**src/rtl/spi_master_pkg.sv**
```systemverilog
// Shared types and defaults for the SPI master clocking slice.
package spi_master_pkg;

  localparam int unsigned DefaultDivWidth  = 16;
  localparam int unsigned DefaultBitsWidth = 6;

  typedef enum logic [1:0] {
    StIdle,
    StRun,
    StStopping
  } sclk_state_e;

  typedef struct packed {
    logic cpol;
    logic cpha;
  } spi_mode_t;

endpackage

```
**src/rtl/spi_master_sclk_gen_if.sv**
```systemverilog
// Control/status bundle between the SPI master controller and the SCLK generator.
interface spi_master_sclk_gen_if
  import spi_master_pkg::*;
#(
  parameter int unsigned DIV_WIDTH  = DefaultDivWidth,
  parameter int unsigned BITS_WIDTH = DefaultBitsWidth
);
  logic [DIV_WIDTH-1:0]  clk_div;
  logic                  clk_div_valid;
  logic                  cpol;
  logic                  cpha;
  logic [BITS_WIDTH-1:0] num_bits;
  logic                  start;
  logic                  stop;
  logic                  spi_clk;
  logic                  spi_rise;
  logic                  spi_fall;
  logic                  sample;
  logic                  shift;
  logic                  busy;
  logic                  done;
  logic                  aborted;
  logic [DIV_WIDTH-1:0]  counter_trgt;

  // Controller side.
  modport master (
    output clk_div, clk_div_valid, cpol, cpha, num_bits, start, stop,
    input  spi_clk, spi_rise, spi_fall, sample, shift, busy, done, aborted, counter_trgt
  );

  // Generator side.
  modport slave (
    input  clk_div, clk_div_valid, cpol, cpha, num_bits, start, stop,
    output spi_clk, spi_rise, spi_fall, sample, shift, busy, done, aborted, counter_trgt
  );
endinterface

```
**src/rtl/spi_master_divcnt.sv**
```systemverilog
// Half-period counter: counts 0..trgt_i while enabled, flags terminal count.
module spi_master_divcnt #(
  parameter int unsigned Width = 16
) (
  input  logic             clk,
  input  logic             rst,
  input  logic             en_i,
  input  logic             clr_i,
  input  logic [Width-1:0] trgt_i,
  output logic             tc_o
);
  logic [Width-1:0] cnt_q, cnt_d;

  assign tc_o = en_i && (cnt_q == trgt_i);

  // Wrap on terminal count; park at zero when disabled or cleared.
  always_comb begin
    cnt_d = cnt_q;
    if (!en_i || clr_i || tc_o) cnt_d = '0;
    else                        cnt_d = cnt_q + Width'(1);
  end

  // Counter register.
  always_ff @(posedge clk) begin
    if (rst) cnt_q <= '0;
    else     cnt_q <= cnt_d;
  end
endmodule

```
**src/rtl/spi_master_sclk_gen.sv**
```systemverilog
// SCLK generator: divider, bit/edge counting, CPOL/CPHA strobe decode, stop handling.
module spi_master_sclk_gen
  import spi_master_pkg::*;
#(
  parameter int unsigned DIV_WIDTH  = DefaultDivWidth,
  parameter int unsigned BITS_WIDTH = DefaultBitsWidth
) (
  input logic                  clk,
  input logic                  rst,
  spi_master_sclk_gen_if.slave bus
);
  sclk_state_e           state_q, state_d;
  logic [DIV_WIDTH-1:0]  div_q, div_d;
  logic [DIV_WIDTH-1:0]  counter_trgt_q, counter_trgt_d;
  spi_mode_t             mode_q, mode_d;
  logic [BITS_WIDTH-1:0] nbits_q, nbits_d;
  logic [BITS_WIDTH:0]   edge_cnt_q, edge_cnt_d, edge_nxt;
  logic                  spi_clk_q, spi_clk_d;
  logic                  done_q, done_d;
  logic                  aborted_q, aborted_d;
  logic                  tc, cnt_en, cnt_clr, leading, last_edge, run, clk_after;

  assign cnt_en    = (state_q != StIdle);
  assign cnt_clr   = (state_d == StIdle);
  assign edge_nxt  = edge_cnt_q + (BITS_WIDTH + 1)'(1);
  // edge_cnt_q holds edges already made, so the pending edge is odd (leading) when it is even.
  assign leading   = ~edge_cnt_q[0];
  assign last_edge = (edge_nxt == {nbits_q, 1'b0});
  assign run       = (state_q == StRun);

  spi_master_divcnt #(
    .Width (DIV_WIDTH)
  ) u_divcnt (
    .clk    (clk),
    .rst    (rst),
    .en_i   (cnt_en),
    .clr_i  (cnt_clr),
    .trgt_i (div_q),
    .tc_o   (tc)
  );

  // State register.
  always_ff @(posedge clk) begin
    if (rst) state_q <= StIdle;
    else     state_q <= state_d;
  end

  // Datapath registers.
  always_ff @(posedge clk) begin
    if (rst) begin
      div_q          <= '0;
      counter_trgt_q <= '0;
      mode_q         <= '0;
      nbits_q        <= '0;
      edge_cnt_q     <= '0;
      spi_clk_q      <= 1'b0;
      done_q         <= 1'b0;
      aborted_q      <= 1'b0;
    end else begin
      div_q          <= div_d;
      counter_trgt_q <= counter_trgt_d;
      mode_q         <= mode_d;
      nbits_q        <= nbits_d;
      edge_cnt_q     <= edge_cnt_d;
      spi_clk_q      <= spi_clk_d;
      done_q         <= done_d;
      aborted_q      <= aborted_d;
    end
  end

  // Next-state logic: transfer setup, edge counting, completion and abort.
  always_comb begin
    state_d        = state_q;
    div_d          = div_q;
    mode_d         = mode_q;
    nbits_d        = nbits_q;
    edge_cnt_d     = edge_cnt_q;
    spi_clk_d      = spi_clk_q;
    done_d         = 1'b0;
    aborted_d      = 1'b0;
    counter_trgt_d = bus.clk_div_valid ? bus.clk_div : counter_trgt_q;
    clk_after      = tc ? ~spi_clk_q : spi_clk_q;
    unique case (state_q)
      StIdle: begin
        spi_clk_d = bus.cpol;
        if (bus.start) begin
          div_d      = counter_trgt_q;
          mode_d     = '{cpol: bus.cpol, cpha: bus.cpha};
          nbits_d    = bus.num_bits;
          edge_cnt_d = '0;
          if (bus.num_bits == '0) done_d = 1'b1;
          else                    state_d = StRun;
        end
      end
      StRun: begin
        if (tc) begin
          spi_clk_d  = ~spi_clk_q;
          edge_cnt_d = edge_nxt;
        end
        if (tc && last_edge) begin
          state_d = StIdle;
          done_d  = 1'b1;
        end else if (bus.stop) begin
          // A coincident edge has already been taken; only park if SCLK is off idle.
          if (clk_after == mode_q.cpol) begin
            state_d   = StIdle;
            done_d    = 1'b1;
            aborted_d = 1'b1;
          end else begin
            state_d = StStopping;
          end
        end
      end
      StStopping: begin
        if (tc) begin
          spi_clk_d = ~spi_clk_q;
          state_d   = StIdle;
          done_d    = 1'b1;
          aborted_d = 1'b1;
        end
      end
      default: state_d = StIdle;
    endcase
  end

  // Output decode: strobes come only from registered state.
  always_comb begin
    bus.spi_clk      = spi_clk_q;
    bus.spi_rise     = tc & ~spi_clk_q;
    bus.spi_fall     = tc & spi_clk_q;
    bus.sample       = tc & run & (mode_q.cpha ? ~leading : leading);
    bus.shift        = tc & run & (mode_q.cpha ? leading : (~leading & ~last_edge));
    bus.busy         = (state_q != StIdle);
    bus.done         = done_q;
    bus.aborted      = aborted_q;
    bus.counter_trgt = counter_trgt_q;
  end
endmodule

```
**src/flat_wrapper.sv**
```systemverilog
// flat-port wrapper written by rule: the top's interface ports become plain ports
module spi_master_sclk_gen_flat import spi_master_pkg::*;
#(
  parameter int unsigned DIV_WIDTH  = DefaultDivWidth,
  parameter int unsigned BITS_WIDTH = DefaultBitsWidth
)
  (clk, rst, bus_clk_div, bus_clk_div_valid, bus_cpol, bus_cpha, bus_num_bits, bus_start, bus_stop, bus_spi_clk, bus_spi_rise, bus_spi_fall, bus_sample, bus_shift, bus_busy, bus_done, bus_aborted, bus_counter_trgt);
  spi_master_sclk_gen_if #(.DIV_WIDTH(DIV_WIDTH), .BITS_WIDTH(BITS_WIDTH)) bus_i ();
  input logic clk;
  input logic rst;
  input wire logic [$bits(bus_i.clk_div)-1:0] bus_clk_div;
  input wire logic [$bits(bus_i.clk_div_valid)-1:0] bus_clk_div_valid;
  input wire logic [$bits(bus_i.cpol)-1:0] bus_cpol;
  input wire logic [$bits(bus_i.cpha)-1:0] bus_cpha;
  input wire logic [$bits(bus_i.num_bits)-1:0] bus_num_bits;
  input wire logic [$bits(bus_i.start)-1:0] bus_start;
  input wire logic [$bits(bus_i.stop)-1:0] bus_stop;
  output wire logic [$bits(bus_i.spi_clk)-1:0] bus_spi_clk;
  output wire logic [$bits(bus_i.spi_rise)-1:0] bus_spi_rise;
  output wire logic [$bits(bus_i.spi_fall)-1:0] bus_spi_fall;
  output wire logic [$bits(bus_i.sample)-1:0] bus_sample;
  output wire logic [$bits(bus_i.shift)-1:0] bus_shift;
  output wire logic [$bits(bus_i.busy)-1:0] bus_busy;
  output wire logic [$bits(bus_i.done)-1:0] bus_done;
  output wire logic [$bits(bus_i.aborted)-1:0] bus_aborted;
  output wire logic [$bits(bus_i.counter_trgt)-1:0] bus_counter_trgt;
  assign bus_i.clk_div = bus_clk_div;
  assign bus_i.clk_div_valid = bus_clk_div_valid;
  assign bus_i.cpol = bus_cpol;
  assign bus_i.cpha = bus_cpha;
  assign bus_i.num_bits = bus_num_bits;
  assign bus_i.start = bus_start;
  assign bus_i.stop = bus_stop;
  assign bus_spi_clk = bus_i.spi_clk;
  assign bus_spi_rise = bus_i.spi_rise;
  assign bus_spi_fall = bus_i.spi_fall;
  assign bus_sample = bus_i.sample;
  assign bus_shift = bus_i.shift;
  assign bus_busy = bus_i.busy;
  assign bus_done = bus_i.done;
  assign bus_aborted = bus_i.aborted;
  assign bus_counter_trgt = bus_i.counter_trgt;
  spi_master_sclk_gen #(.DIV_WIDTH(DIV_WIDTH), .BITS_WIDTH(BITS_WIDTH)) u_core (.clk(clk), .rst(rst), .bus(bus_i));
endmodule
```
**config.mk**
```make
export PLATFORM = sky130hd
export DESIGN_NAME = spi_master_sclk_gen_flat
export DESIGN_NICKNAME = d
export VERILOG_FILES = /design/src/rtl/spi_master_pkg.sv /design/src/rtl/spi_master_sclk_gen_if.sv /design/src/rtl/spi_master_divcnt.sv /design/src/rtl/spi_master_sclk_gen.sv /design/src/flat_wrapper.sv
export SDC_FILE = /design/constraint.sdc
export NUM_CORES = 1
export LEC_CHECK = 0
export BUFFER_PORTS_ARGS = -buffer_cell sky130_fd_sc_hd__buf_2
export CORE_UTILIZATION = 50
export CTS_CLUSTER_DIAMETER = 60
export DETAILED_ROUTE_END_ITERATION = 10
export GPL_ROUTABILITY_DRIVEN = 1
export GPL_TIMING_DRIVEN = 0
export PLACE_DENSITY = 0.81
export SYNTH_ARGS = -nofsm -noshare
export SYNTH_HDL_FRONTEND = slang
export SYNTH_SLANG_ARGS = --single-unit
```
**constraint.sdc**
```tcl
create_clock -name clk -period 4 [get_ports clk]
set_input_delay 0.8 -clock clk [delete_from_list [all_inputs] [get_ports clk]]
set_output_delay 0.8 -clock clk [all_outputs]
set_load 0.02 [all_outputs]
```
**Yosys cells after proc, flatten, opt, wreduce, memory -nomap -nowiden**

Cells that the tools add are included.

- Bits in registers: 68
- Bits of input ports: 29
- Output and inout bits: 24
- Word-level logic and storage cells: 67

- $add $sub $neg: 2
- Equality and inequality tests: 7
- Muxes and demuxes: 23
- Bitwise gates (word level): 9
- Reduce and logical (&&, ||, !) cells: 15

Operator list:

| operator | count |
|---|---|
| 16-bit by 1-bit adder with 16-bit output (second input constant) | 1 |
| 16-bit == test | 1 |
| 7-bit two-way mux | 2 |
| 7-bit one-hot mux with 2 select lines | 1 |
| 2-bit two-way mux | 6 |
| 1-bit two-way mux | 10 |
| 7-bit by 1-bit adder with 7-bit output (second input constant) | 1 |
| 7-bit == test | 1 |
| 1-bit bitwise AND | 6 |
| 6-bit zero test | 1 |
| 2-bit one-hot mux with 3 select lines | 1 |
| 2-bit nonzero test | 3 |
| 2-bit zero test | 2 |
| 1-bit one-hot mux with 2 select lines | 2 |
| 2-bit OR reduction | 2 |
| 1-bit NOT | 3 |
| 1-bit one-hot mux with 3 select lines | 1 |
| 3-bit AND reduction | 1 |
| 2-bit by 1-bit == test with 1-bit output (second input constant) | 1 |
| 2-bit == test (second input constant) | 1 |
| 1-bit logical AND | 2 |
| 1-bit logical OR | 2 |
| 2-bit by 1-bit inequality test with 1-bit output (second input constant) | 1 |
| 2-bit inequality test (second input constant) | 1 |
| 3 further kinds | 3 |

**Longest topological paths before layout**

- Depth after elaboration: 12
- Mapped depth: 13

**Hierarchy**

Synthesis repeated with hierarchy kept, for this count alone.

- Cells, all modules: 377
- Area, all modules: 3161.8 um^2

Modules (own cells, without submodules):

| module | times used | cells an instance | area each (um^2) | seq. area each (um^2) |
|---|---|---|---|---|
| spi_master_sclk_gen | 1 | 277 | 2290.9 | 1041.0 |
| spi_master_divcnt | 1 | 100 | 870.8 | 320.3 |

**Worst setup path before layout**

No wires, ideal clock.

- Kind: register to register
- Start: reg u_core.state_q[0]
- End: reg u_core.u_divcnt.cnt_q[10]
- Library setup time: 0.117 ns
- Data arrival time: 2.848 ns
- Required time: 3.883 ns
- Setup slack: 1.034 ns
- Cell stages (with the launch flop): 14
- Path buffers: 2
- Clock period less this slack: 2.966 ns
- Path through: dfxtp_1 > inv_1 > ha_1 > inv_1 > nand3_2 > or2_1 > buf_6 > clkinv_1 > ha_1 > xor2_1 > a21oi_1 > o2111ai_1 > buf_2 > nor2_1

- Longest elaborated chain between the ends: 12
- Elaborated cells on any way between the ends: 20
- Classes of those cells: 3 x eq/ne; 8 x mux; 9 x reduce/logical

Ends and longest elaborated chain:

| what | RTL line | RTL |
|---|---|---|
| from (decl) | spi_master_sclk_gen.sv:12 | `sclk_state_e state_q, state_d;` |
| from (signal assigned) | spi_master_sclk_gen.sv:44 | `if (rst) state_q <= StIdle;` |
| from (signal assigned) | spi_master_sclk_gen.sv:45 | `else state_q <= state_d;` |
| 2-bit nonzero test (*) | n/a |  |
| named net bus_busy | flat_wrapper.sv:23 | `output wire logic [$bits(bus_i.busy)-1:0] bus_busy;` |
| 1-bit logical AND | spi_master_divcnt.sv:14 | `assign tc_o = en_i && (cnt_q == trgt_i);` |
| 1-bit two-way mux | n/a |  |
| 1-bit == test | spi_master_sclk_gen.sv:105 | `if (clk_after == mode_q.cpol) begin` |
| 2-bit two-way mux | spi_master_sclk_gen.sv:105 |  |
| 2-bit two-way mux | spi_master_sclk_gen.sv:103 | `end else if (bus.stop) begin` |
| 2-bit two-way mux | spi_master_sclk_gen.sv:100 | `if (tc && last_edge) begin` |
| 2-bit one-hot mux with 3 select lines | spi_master_sclk_gen.sv:83 | `unique case (state_q)` |
| 2-bit zero test | spi_master_sclk_gen.sv:24 | `assign cnt_clr = (state_d == StIdle);` |
| 1-bit logical OR | spi_master_divcnt.sv:19 | `if (!en_i \|\| clr_i \|\| tc_o) cnt_d = '0;` |
| 1-bit logical OR (*) | spi_master_divcnt.sv:19 |  |
| 2-bit OR reduction (no source line) (*) | n/a |  |
| to (signal assigned) | spi_master_divcnt.sv:26 | `else cnt_q <= cnt_d;` |
| to (decl) | spi_master_divcnt.sv:12 | `logic [Width-1:0] cnt_q, cnt_d;` |

The timed path passes the listed nets; every way through them passes the cells marked *.
A chain may end at the register's enable or synchronous reset.

**Worst setup path after layout**

- Start: reg u_core.state_q[0]
- End: reg u_core.u_divcnt.cnt_q[15]

- Longest elaborated chain between the ends: 12
- Elaborated cells on any way between the ends: 20
- Classes of those cells: 3 x eq/ne; 8 x mux; 9 x reduce/logical

Ends and longest elaborated chain:

| what | RTL line | RTL |
|---|---|---|
| 2-bit nonzero test | spi_master_sclk_gen.sv:23 | `assign cnt_en = (state_q != StIdle);` |
| 1-bit logical AND | spi_master_divcnt.sv:14 |  |
| 1-bit two-way mux | n/a |  |
| 1-bit == test | spi_master_sclk_gen.sv:105 |  |
| 2-bit two-way mux | spi_master_sclk_gen.sv:105 |  |
| 2-bit two-way mux | spi_master_sclk_gen.sv:103 |  |
| 2-bit two-way mux | spi_master_sclk_gen.sv:100 |  |
| 2-bit one-hot mux with 3 select lines | spi_master_sclk_gen.sv:83 |  |
| 2-bit zero test | spi_master_sclk_gen.sv:24 |  |
| 1-bit logical OR | spi_master_divcnt.sv:19 |  |
| 1-bit logical OR (*) | spi_master_divcnt.sv:19 |  |
| 2-bit OR reduction (no source line) (*) | n/a |  |

Mark *: on every way between the ends. The rest lies on a longest branch, timed or not.

==> results_tabular.tex <==
\begin{tabular}{lr}
\hline
Metric & Value \\
\hline
\multicolumn{2}{l}{\textbf{Status}} \\
Run status & complete, no violations \\
\multicolumn{2}{l}{\textbf{Synth}} \\
Async S/R FF share, synth & 0 \\
Most used standard cells in the synthesized netlist & dfxtp\_1 (68), nand2\_1 (66), nor2\_1 (44) \\
Dominant cells by area after synthesis & dfxtp\_1 (42\%), nand2\_1 (7.6\%), xor2\_1 (6.7\%), a21oi\_1 (6.0\%), nor2\_1 (5.1\%) \\
Number of synthesized register bits & just under 70 \\
Dominant synthesized flop cell & dfxtp\_1 \\
Post-Syn Area per Cell & 8.47 µm² \\
Total of warnings raised by yosys & 0 \\
Count of flip-flops with a built-in enable after synthesis & 0 \\
Cells after synthesis & $\sim$380 \\
Post-synth top area share & 0.420 \\
Cell taking the most area after synthesis & dfxtp\_1 \\
Mapped cell area & 3240 µm² \\
Library cell with the highest instance count after synthesis & dfxtp\_1 \\
Register area share after synthesis & 0.420 \\
Library cells used by synthesis & 48 \\
Number of nets in the synthesized netlist & 420 \\
\multicolumn{2}{l}{\textbf{Timing}} \\
Number of pins exceeding their max-slew limit in the final report & 0 \\
Transition time at the pin with the least slew margin & roughly 0.71 ns \\
Number of endpoints with negative hold slack in the final report & 0 \\
Final critical-path share of the clock period & 0.890 \\
Setup TNS & 0 ns \\
Final critical delay including setup and external delays & roughly 3.6 ns \\
Worst rel slew slack & 0.526 \\
Unrepaired setup endpoints after global routing & false \\
Clock skew after layout & between 0.01 and 0.015 ns \\
\# setup viols final & 0 \\
Achievable clock frequency & $\sim$280 MHz \\
\multicolumn{2}{l}{\textbf{Routing}} \\
Post-route DRC & 0 \\
Uppermost layer routed & met4 \\
Initial DRC Count & approximately 280 \\
DR WL met2 & roughly 3.4 mm \\
Wire length per cell after detailed routing & around 14 µm \\
Wirelength, routed & approximately 7.4 mm \\
Post-DRT Antenna Nets & 0 \\
Pre-antenna DRT Iters & 5 \\
Routed met3 length & 508 µm \\
Via count of the routed design & 2921 \\
Detailed-routing wirelength on met1 & approximately 3.4 mm \\
Number of vias per cell after detailed routing & roughly 5.6 \\
\multicolumn{2}{l}{\textbf{CTS}} \\
TritonCTS buffer count & 9 \\
Clock tree from TritonCTS & yes \\
CTS clock-pin slew for the worst setup and hold paths & approximately 0.09 ns \\
TritonCTS sink count & 68 \\
Worst skew pair latency & $\sim$0.36 ns \\
Post-cts resize count & 0 \\
Total of hold buffers inserted after clock tree synthesis & 0 \\
H-Tree Level Count & 3 \\
Post-CTS setup buffers & 0 \\
Maximum buffer depth of the clock tree & 2 \\
Buffer cell driving the clock tree root & clkbuf\_8 \\
\multicolumn{2}{l}{\textbf{Global route}} \\
Overflow after GRT & 0 \\
Vias in the first global route & 2643 \\
First-pass GRT wire length & about 12 mm \\
Maximum number of pins on one net before global-route repair & 15 \\
Total GRT Usage & 0.243 \\
Initial antenna violation count & 0 \\
\multicolumn{2}{l}{\textbf{Setup path}} \\
Crit Path Category & reg2reg \\
CP Max Fanout & 10 \\
Data arrival at the endpoint of the critical path & about 3.8 ns \\
Worst setup SP type & flip-flop \\
Required @ worst endpoint & between 4 and 5 ns \\
Critical Path End Type & flip-flop \\
\multicolumn{2}{l}{\textbf{Power and ir drop}} \\
Power per standard cell area & 426 nW/µm² \\
Max rail drop VDD & 0.322 mV \\
Leak & $\sim$0.0016 µW \\
\multicolumn{2}{l}{\textbf{Die}} \\
Die height & about 83 µm \\
Rows & 28 \\
Area enclosed by the die boundary & 6810 µm² \\
Number of placed I/O pins & 53 \\
Die Span X & slightly above 80 µm \\
Initial Util & 0.532 \\
Placeable core region & between 6000 and 7000 µm² \\
\multicolumn{2}{l}{\textbf{Cells and area}} \\
Number of cells in the finished layout apart from fillers & between 500 and 600 \\
Fraction of final layout cells with drive strength greater than 1 & 0.193 \\
Number of inserted diodes & 0 \\
Area growth syn-to-layout & 17.1\% \\
Final layout net count & 482 \\
\multicolumn{2}{l}{\textbf{Job}} \\
Max capacitance violation total & 0 \\
\multicolumn{2}{l}{\textbf{Place}} \\
Count of input and output buffers & 51 \\
Final Wtd Congestion & 0.876 \\
Dpl cells & 509 \\
HPWL after DPL & roughly 5.5 mm \\
\multicolumn{2}{l}{\textbf{Min path}} \\
Class of the tightest hold or removal check & reg2reg \\
\hline
\end{tabular}
==> cells in the final DEF, fill, tap and decap left out, types with 2 or more instances in the layout <==
master	netlist	final
xnor2_1	13	13
nand3_2	2	2
xor2_1	25	25
nor2_1	44	44
nand2b_1	2	2
clkbuf_1	11	11
clkinvlp_4	0	2
nand4b_1	2	2
nor4_1	3	3
clkbuf_8	1	10
nand2_1	66	66
buf_2	1	52
o2111ai_1	3	3
a21oi_1	39	39
nor3_1	2	2
a211oi_1	5	5
ha_1	8	8
dfxtp_1	68	68
inv_6	0	2
inv_1	11	11
o31a_2	4	4
and3_1	6	6
nor4_2	3	3
nand4_1	2	2
o21ai_0	8	8
or2_2	2	2
mux2i_1	16	16
and2_1	3	3
or4_1	3	3
buf_6	2	2
nand3_1	9	9
==> power breakdown <==
group | switching [µW] | total [µW] | leakage [µW] | internal [µW]
Combinational | 193 | 300 | 0.000964 | 107
Sequential | 25.8 | 733 | 0.000554 | 707
Clock | 290 | 587 | 0.0000984 | 297
==> per-layer routing <==
metal / vias to the layer above / GRT usage
li1: 1439 / -
met1: 1341 / 0.325
met2: 123 / 0.370
met3: 18 / 0.0538
met4: 0 / 0.117
met5: - / 0
==> cell type report <==
cell class                 count  area (µm²)
clock inverter                 7        82.6
clock buffer                   9         124
sequential                    68        1360
buffer                        17        93.8
multi-input combinational    286        1740
fill                         513        2300
timing repair buffer          51         255
inverter                      12        45.0
tap                           75        93.8
==> registers in the layout, summed over array words and instances (netlist names) <==
signal,cells
u_core.bus.counter_trgt,16
u_core.div_q,16
u_core.u_divcnt.cnt_q,16
u_core.edge_cnt_q,7
u_core.nbits_q,6
u_core.mode_q,2
u_core.state_q,2
u_core.bus.aborted,1
u_core.bus.done,1
u_core.bus.spi_clk,1
==> cells by family (layout without fill, tap and decap cells) <==
logic type / Yosys count / count (layout) / synth area share
xor gates and xnor gates: 38 / 38 / 0.103
muxes: 16 / 16 / 0.0494
AOI/OAI and AO/OA: 68 / 68 / 0.128
adders and majority gates: 8 / 8 / 0.0309
and+or+nand+nor: 156 / 156 / 0.226
DFF: 68 / 68 / 0.420
buffers and inverters: 29 / 96 / 0.0428
==> worst paths after layout <==
check / startpoint / endpoint / slack (ns) / cells after the start
setup / recovery: u_core.state_q[0]$_SDFF_PP0_ / u_core.u_divcnt.cnt_q[15]$_SDFF_PP0_ / 0.44 / 13
hold / removal: u_core.bus.counter_trgt[14]$_SDFFE_PP0P_ / u_core.div_q[14]$_SDFFE_PP0P_ / 0.47 / 2
hold reg to reg: u_core.bus.counter_trgt[14]$_SDFFE_PP0P_ / u_core.div_q[14]$_SDFFE_PP0P_ / 0.47 / 2
setup reg to reg: u_core.state_q[0]$_SDFF_PP0_ / u_core.u_divcnt.cnt_q[15]$_SDFF_PP0_ / 0.44 / 13
==> worst max-delay path, cell delays in order, from the launching register on <==
cell and delay, ns:
dfxtp_1 0.41, inv_1 0.12, ha_1 0.28, inv_1 0.15
nand3_2 0.18, or2_1 0.29, buf_6 0.14, clkinv_1 0.17
ha_1 0.30, xor2_1 0.27, a21oi_1 0.15, o2111ai_1 0.57
buf_2 0.34, nor2_1 0.07
==> through the flow <==
step / cell area (µm²) / total power (µW) / hold WS [ns] / util / setup WS [ns]
floorplan: 3240 / 952 / 0.436 / - / 1.03
CTS: 3800 / 1620 / 0.473 / 0.623 / 0.486
detailed placement: 3590 / 1040 / 0.455 / 0.589 / 0.530
global route: 3800 / 1690 / 0.496 / 0.623 / 0.160
finish: 3800 / 1620 / 0.474 / 0.623 / 0.438
global placement: 3590 / 1030 / 0.449 / 0.589 / 0.540
Note: power is estimated with default switching activity, not from simulation.
